### src/rtl/hazard_pkg.sv
// -----------------------------------------------------------------------------
// hazard_pkg
//
// Shared definitions for the multi-cycle hazard unit.
//   FWD_NONE / FWD_W / FWD_M : forward-mux select codes driven per source slot
//                              (register file / W-stage result / M-stage result).
//   mc_state_e               : multi-cycle execute FSM states.
// -----------------------------------------------------------------------------
package hazard_pkg;

    localparam logic [1:0] FWD_NONE = 2'b00;
    localparam logic [1:0] FWD_W    = 2'b01;
    localparam logic [1:0] FWD_M    = 2'b10;

    // IDLE : no multi-cycle op in Execute.
    // BUSY : op occupying Execute; pipeline upstream of M is held.
    // DONE : final Execute cycle, result valid, pipeline released.
    typedef enum logic [1:0] {
        IDLE = 2'b00,
        BUSY = 2'b01,
        DONE = 2'b10
    } mc_state_e;

endpackage : hazard_pkg

### src/rtl/hazard_fwd_sel.sv
// -----------------------------------------------------------------------------
// hazard_fwd_sel
//
// Single-slot forwarding comparator / priority encoder. Compares one Execute
// source address against the M and W destination addresses and picks the
// youngest valid producer. The PC register is never forwarded because its
// value comes from the PC+8 path, not from a pipeline result.
//
// Ports
//   i_ra    in  AW  source register address in Execute
//   i_wa_m  in  AW  destination address in Memory
//   i_we_m  in  1   Memory destination valid
//   i_wa_w  in  AW  destination address in Writeback
//   i_we_w  in  1   Writeback destination valid
//   o_sel   out 2   FWD_M, FWD_W or FWD_NONE
// -----------------------------------------------------------------------------
module hazard_fwd_sel
    import hazard_pkg::*;
#(
    parameter int AW     = 4,
    parameter int PC_REG = 15
) (
    input  logic [AW-1:0] i_ra,
    input  logic [AW-1:0] i_wa_m,
    input  logic          i_we_m,
    input  logic [AW-1:0] i_wa_w,
    input  logic          i_we_w,
    output logic [1:0]    o_sel
);

    localparam logic [AW-1:0] PC_ADDR = AW'(PC_REG);

    // NOTE: every combinational output gets a default before any branch, so
    // no path leaves it unassigned and no latch is inferred.
    always_comb begin
        o_sel = FWD_NONE;
        if (i_ra != PC_ADDR) begin
            // M holds the younger result, so it wins over W.
            if (i_we_m && (i_ra == i_wa_m)) begin
                o_sel = FWD_M;
            end else if (i_we_w && (i_ra == i_wa_w)) begin
                o_sel = FWD_W;
            end
        end
    end

endmodule : hazard_fwd_sel

### src/rtl/hazard_unit_mc.sv
// -----------------------------------------------------------------------------
// hazard_unit_mc
//
// Hazard unit for the 5-stage (F/D/E/M/W) datapath. Generates per-source
// result and base-writeback forward selects, detects load-use hazards,
// stalls the front of the pipeline while a multi-cycle execute op (MUL/DIV)
// occupies Execute, and keeps a saturating count of front-end stall cycles.
//
// Parameters
//   NUM_SRC  source operands per instruction
//   AW       register address width
//   MC_LAT   Execute cycles of a multi-cycle op (>= 2)
//   PC_REG   register number that is never forwarded
//   CNT_W    stall counter width
//
// Ports
//   clk, reset                    clock (rising edge), async active-high reset
//   RA_D, RA_E                    NUM_SRC packed source addresses (slot i at [i*AW +: AW])
//   WA3E/M/W, RegWriteE/M/W       destination address and valid per stage
//   WBAddrM/W, WriteBackM/W       base-register writeback address and valid
//   MemtoRegE, MemWriteE          Execute load / store flags
//   MultiStartE                   multi-cycle op valid in Execute
//   BranchMissedE, PCSrcW,
//   PCWrPendingF                  control-flow events
//   StatClr                       synchronous clear of StallCount
//   ForwardE, ForwardIdxE         2-bit selects per slot
//   StallF/D/E                    stage-register hold
//   FlushD/E/M                    stage-register clear
//   MultiDoneE                    single-cycle pulse, multi-cycle result valid
//   StallCount                    saturating count of cycles with StallF=1
// -----------------------------------------------------------------------------
module hazard_unit_mc
    import hazard_pkg::*;
#(
    parameter int NUM_SRC = 3,
    parameter int AW      = 4,
    parameter int MC_LAT  = 4,
    parameter int PC_REG  = 15,
    parameter int CNT_W   = 16
) (
    input  logic                   clk,
    input  logic                   reset,

    input  logic [NUM_SRC*AW-1:0]  RA_D,
    input  logic [NUM_SRC*AW-1:0]  RA_E,
    input  logic [AW-1:0]          WA3E,
    input  logic [AW-1:0]          WA3M,
    input  logic [AW-1:0]          WA3W,
    input  logic                   RegWriteE,
    input  logic                   RegWriteM,
    input  logic                   RegWriteW,
    input  logic [AW-1:0]          WBAddrM,
    input  logic [AW-1:0]          WBAddrW,
    input  logic                   WriteBackM,
    input  logic                   WriteBackW,
    input  logic                   MemtoRegE,
    input  logic                   MemWriteE,
    input  logic                   MultiStartE,
    input  logic                   BranchMissedE,
    input  logic                   PCSrcW,
    input  logic                   PCWrPendingF,
    input  logic                   StatClr,

    output logic [NUM_SRC*2-1:0]   ForwardE,
    output logic [NUM_SRC*2-1:0]   ForwardIdxE,
    output logic                   StallF,
    output logic                   StallD,
    output logic                   StallE,
    output logic                   FlushD,
    output logic                   FlushE,
    output logic                   FlushM,
    output logic                   MultiDoneE,
    output logic [CNT_W-1:0]       StallCount
);

    localparam logic [AW-1:0] PC_ADDR = AW'(PC_REG);

    // Latency counter only has to hold MC_LAT-2.
    localparam int             LW       = (MC_LAT > 2) ? $clog2(MC_LAT) : 1;
    localparam logic [LW-1:0]  LAT_LOAD = LW'(MC_LAT - 2);

    // -------------------------------------------------------------------------
    // Forwarding: one result selector and one base-writeback selector per slot.
    // -------------------------------------------------------------------------
    for (genvar g = 0; g < NUM_SRC; g++) begin : g_slot
        hazard_fwd_sel #(
            .AW     (AW),
            .PC_REG (PC_REG)
        ) u_fwd_res (
            .i_ra   (RA_E[g*AW +: AW]),
            .i_wa_m (WA3M),
            .i_we_m (RegWriteM),
            .i_wa_w (WA3W),
            .i_we_w (RegWriteW),
            .o_sel  (ForwardE[g*2 +: 2])
        );

        hazard_fwd_sel #(
            .AW     (AW),
            .PC_REG (PC_REG)
        ) u_fwd_idx (
            .i_ra   (RA_E[g*AW +: AW]),
            .i_wa_m (WBAddrM),
            .i_we_m (WriteBackM),
            .i_wa_w (WBAddrW),
            .i_we_w (WriteBackW),
            .o_sel  (ForwardIdxE[g*2 +: 2])
        );
    end

    // -------------------------------------------------------------------------
    // Load-use detection: a load in Execute whose destination is read by any
    // Decode source must hold Decode for one cycle. A store never writes a
    // register, and the PC is never a real load destination for forwarding.
    // -------------------------------------------------------------------------
    logic w_ra_d_hit;
    logic w_ldr_stall;

    always_comb begin
        w_ra_d_hit = 1'b0;
        for (int i = 0; i < NUM_SRC; i++) begin
            if (RA_D[i*AW +: AW] == WA3E) begin
                w_ra_d_hit = 1'b1;
            end
        end
    end

    assign w_ldr_stall = MemtoRegE & ~MemWriteE & RegWriteE & w_ra_d_hit &
                         (WA3E != PC_ADDR);

    // -------------------------------------------------------------------------
    // Multi-cycle execute FSM.
    // The start cycle itself is already a busy cycle (state still IDLE), then
    // BUSY lasts MC_LAT-2 cycles and DONE is the last Execute cycle, giving
    // MC_LAT cycles of Execute occupancy in total.
    // -------------------------------------------------------------------------
    mc_state_e         r_state;
    mc_state_e         w_state_nxt;
    logic [LW-1:0]     r_cnt;
    logic [LW-1:0]     w_cnt_nxt;
    logic              w_busy;
    logic              w_multi_done;

    always_comb begin
        w_state_nxt  = r_state;
        w_cnt_nxt    = r_cnt;
        w_busy       = 1'b0;
        w_multi_done = 1'b0;

        case (r_state)
            IDLE: begin
                // A mispredicted branch squashes the op, so it never starts.
                if (MultiStartE && !BranchMissedE) begin
                    w_busy    = 1'b1;
                    w_cnt_nxt = LAT_LOAD;
                    // With MC_LAT==2 there are no BUSY cycles at all.
                    w_state_nxt = (MC_LAT > 2) ? BUSY : DONE;
                end
            end

            BUSY: begin
                w_busy    = 1'b1;
                w_cnt_nxt = r_cnt - 1'b1;
                if (w_cnt_nxt == '0) begin
                    w_state_nxt = DONE;
                end
            end

            DONE: begin
                // A new MultiStartE here belongs to the stalled-and-released
                // op itself, so it is deliberately ignored.
                w_multi_done = 1'b1;
                w_state_nxt  = IDLE;
            end

            default: begin
                w_state_nxt = IDLE;
            end
        endcase
    end

    // NOTE: state registers use non-blocking assignments so every flop samples
    // the pre-edge value of every other flop, independent of block ordering.
    always_ff @(posedge clk or posedge reset) begin
        if (reset) begin
            r_state <= IDLE;
            r_cnt   <= '0;
        end else begin
            r_state <= w_state_nxt;
            r_cnt   <= w_cnt_nxt;
        end
    end

    // -------------------------------------------------------------------------
    // Stall / flush equations. Control-flow flushes wait until the multi-cycle
    // op releases the pipeline; the requester holds its event until then.
    // -------------------------------------------------------------------------
    assign StallE     = w_busy;
    assign FlushM     = w_busy;
    assign StallD     = w_ldr_stall | w_busy;
    assign StallF     = w_ldr_stall | w_busy | PCWrPendingF;
    assign FlushE     = w_ldr_stall & ~w_busy;
    assign FlushD     = (PCWrPendingF | PCSrcW | BranchMissedE) & ~w_busy;
    assign MultiDoneE = w_multi_done;

    // -------------------------------------------------------------------------
    // Saturating stall-cycle statistics counter. Clear beats increment.
    // -------------------------------------------------------------------------
    logic [CNT_W-1:0] r_stall_cnt;

    always_ff @(posedge clk or posedge reset) begin
        if (reset) begin
            r_stall_cnt <= '0;
        end else if (StatClr) begin
            r_stall_cnt <= '0;
        end else if (StallF && (r_stall_cnt != '1)) begin
            r_stall_cnt <= r_stall_cnt + 1'b1;
        end
    end

    assign StallCount = r_stall_cnt;

endmodule : hazard_unit_mc
### config.mk
export PLATFORM = sky130hd
export DESIGN_NAME = hazard_unit_mc
export DESIGN_NICKNAME = d
export VERILOG_FILES = /design/src/rtl/hazard_pkg.sv /design/src/rtl/hazard_fwd_sel.sv /design/src/rtl/hazard_unit_mc.sv
export SDC_FILE = /design/constraint.sdc
export NUM_CORES = 1
export LEC_CHECK = 0
export ABC_CLOCK_PERIOD_IN_PS = 4500
export CORE_ASPECT_RATIO = 0.7
export CORE_MARGIN = 5
export CORE_UTILIZATION = 41
export CTS_BUF_LIST = sky130_fd_sc_hd__clkbuf_8
export CTS_CLUSTER_SIZE = 12
export DETAILED_ROUTE_END_ITERATION = 12
export DONT_BUFFER_PORTS = 1
export HOLD_SLACK_MARGIN = 0.15
export RECOVER_POWER = 50
export REMOVE_ABC_BUFFERS = 1
export SETUP_SLACK_MARGIN = 0.5
export SLEW_MARGIN = 20
export SYNTH_ARGS = -nofsm -noshare
export SYNTH_HDL_FRONTEND = slang
export SYNTH_SLANG_ARGS = --single-unit
### constraint.sdc
create_clock -name clk -period 4.5 [get_ports clk]
set_input_delay 0.45 -clock clk [delete_from_list [all_inputs] [get_ports clk]]
set_output_delay 0.45 -clock clk [all_outputs]
set_load 0.005 [all_outputs]
==> impl_metrics.tcl <==
set metrics [dict create \
    slew_violations 0 \
    p_leak_nw 0.806 \
    final_area_um2 1990 \
    post_cts_buffers 0 \
    gp_congestion 0.769 \
    period_share_pct 46.6 \
    drc 0 \
    grt_pass1_wl_um 8500 \
    placed_cell_area_um2 1940 \
    start_util_pct 41.5 \
    relSlewSlack_pct 39.1 \
    coreArea_um2 4700 \
    critPathTopFamily "compound AO/OA/AOI/OAI gates" \
    power_w 0.000536 \
    met2_usage_pct 25.1 \
    cts_tree "built" \
    grt_pass1_vias 1655 \
    seqCellArea_um2 500 \
    path_cells "xor2_1 -> nor4_1 -> o31ai_1 -> nand2_1" \
    worstPathArrival_ps 1650 \
    fin_crit_ps 2100 \
    async_flop_share_pct 100 \
    worst_pin_slew_ps 906 \
    wl_um 5520 \
    syn_avg_cell_area_um2 7.88 \
    grt-busiest-layer "met1" \
    drv_cap 0 \
    synthCells 248 \
    h-tree-depth 1 \
    synth_fa_ha_area_share_pct 1.28 \
    synthMuxAreaShare_pct 1.09 \
    ys_seq_area_share_pct 25.6 \
    fin_tns_setup_ps 0 \
    critical-path-slowest-cell "o31ai_1" \
    post_cts_resized 0 \
    cellPowerDensity_nw_per_um2 270 \
    cts_buffers 3 \
    hold_viol 0 \
    use_met3_pct 5.12 \
    status "complete, no violations" \
    synth_area_um2 1950 \
    rsz0062_at_grt "false" \
    wire_per_inst_um 18.9 \
    die_h_um 67.7 \
    cp_num_buf_inv 0 \
    diodes 0 \
    ant_nets 0 \
    cpPeakStageDelay_ps 780 \
    via_per_inst 6.09 \
    ff2ff_path_depth 6 \
    cts.path.max_buffers 2 \
    worstSkewPairLatency_ps 260 \
    antenna_found_initial 0 \
    cts.sinks 20 \
    layout.nets 297 \
    multiInputGateArea_um2 1350 \
    grt_util_met1_pct 25.2 \
    synth_warnings 0 \
    grt_start_max_net_pins 21 \
    grt-ovfl-total 0 \
    worstSetupPathType "input port to output pin" \
    drtIter0Drc 100 \
    root_buffer "clkbuf_8" \
    num_vias 1778 \
    synth_compound_area_share_pct 14.6 \
    clkSlewWorstSetupHoldPaths_ps 80 \
    path_max_fanout 6 \
    area_growth_pct 1.67 \
    cp_num_cells 4 \
    fill_cells 487 \
    synth-edff-count 0 \
    cts_hold_buf 0 \
    synth_flop_cell "dfrtp_1" \
    rows 21 \
    worstSetupEndpointType "output pin" \
    crit_path_start_kind "input port" \
    yosys.area_share.simple_pct 26.1 \
    min_path_type "input port to asynchronous set/reset pin" \
    detail_route.first_pass.iterations 4 \
    cp.required_ps 4050 \
    ios 93 \
    synth_top_family_by_area "simple AND/OR/NAND/NOR gates" \
    synth-seq-cells 20 \
    max_freq_ghz 0.477 \
    holdWs_ps 214 \
    final_common_cell "xor2_1" \
    mostFrequentLayoutCells "xor2_1 (42), dfrtp_1 (20), nand3_1 (20), nor2_1 (19), xnor2_1 (16)" \
    dp_hpwl_um 4390 \
    setup_viol 0 \
    drive_above_1_share_pct 5.96 \
    dieArea_um2 6270 \
    synthXorXnorAreaFrac_pct 26.0 \
    track_usage_pct 17.3 \
    ys_types 42 \
    die_width_um 92.5 \
    skew_ps 5.00 \
    ir_worst_vdd_mv 0.105 \
    io_buffers 0 \
]
registers in the layout, summed over array words and instances (netlist names):
register    count
StallCount     16
r_state         2
r_cnt           2
final cells by class:
class / count / area share (%)
multi-input combinational: 206 / 68.0
sequential: 20 / 25.2
tap: 57 / 3.59
clock buffer: 3 / 2.08
inverter: 6 / 1.13
metrics by stage:
step / util, % / setup slack (ps) / cells
final: 42.2 / 2400 / 292
after global routing: 42.2 / 2230 / 292
after detailed placement: 41.3 / 2380 / 289
after floorplan: - / 2580 / 232
after global placement: 41.3 / 2380 / 289
after CTS: 42.2 / 2420 / 292
cells in the mapped netlist, drive strengths merged, types with 2 or more instances:
master  count  area (µm²)
xor2       42         368
dfrtp      20         500
nand3      20         100
nor2       19        71.3
a21oi      17        92.6
xnor2      16         140
nand2      14        52.6
nor3       13        65.1
o21ai      13        68.8
clkbuf     12        45.0
and3       10        63.8
inv         6        22.5
or3         6        40.0
nand4       5        31.3
buf         3        26.3
nor4        3        18.8
a211oi      2        15.0
a31o        2        17.5
and4        2        17.5
ha          2        25.0
nand2b      2        12.5
o211ai      2        15.0
o21a        2        15.0
o31ai       2        15.0
metal layers:
| metal | wire (µm) | part of all wire [%] |
|---|---|---|
| met5 | 0 | 0 |
| met4 | 58 | 1.1 |
| met3 | 531 | 9.6 |
| met2 | 2260 | 41 |
| met1 | 2670 | 48 |
report_power, final:
part	leakage (nW)	switching, W	internal [W]
clock network	0.0216	0.0000604	0.0000597
registers	0.269	0.0000290	0.000205
logic	0.515	0.0000993	0.0000828
total	0.806	0.000189	0.000348
cell families after synthesis:
logic type | Yosys count
DFF | 20
adders and majority gates | 2
and+or+nand+nor | 99
xor gates and xnor gates | 58
muxes | 2
AOI/OAI and AO/OA | 45
buffers and inverters | 22
path summary, 6_finish.rpt:
check,from,to,slack (ps)
min in group clk,StatClr,StallCount[15]$_DFFE_PP0P_,240
worst min-delay path,reset,r_cnt[1]$_DFFE_PP0P_,210
worst min register to register,r_cnt[0]$_DFFE_PP0P_,r_cnt[0]$_DFFE_PP0P_,480
max in group asynchronous,reset,StallCount[10]$_DFFE_PP0P_,3790
worst max-delay path,WA3E[0],StallF,2400
worst max register to register,StallCount[1]$_DFFE_PP0P_,StallCount[14]$_DFFE_PP0P_,2440
Note: power is estimated with default switching activity, not from simulation.
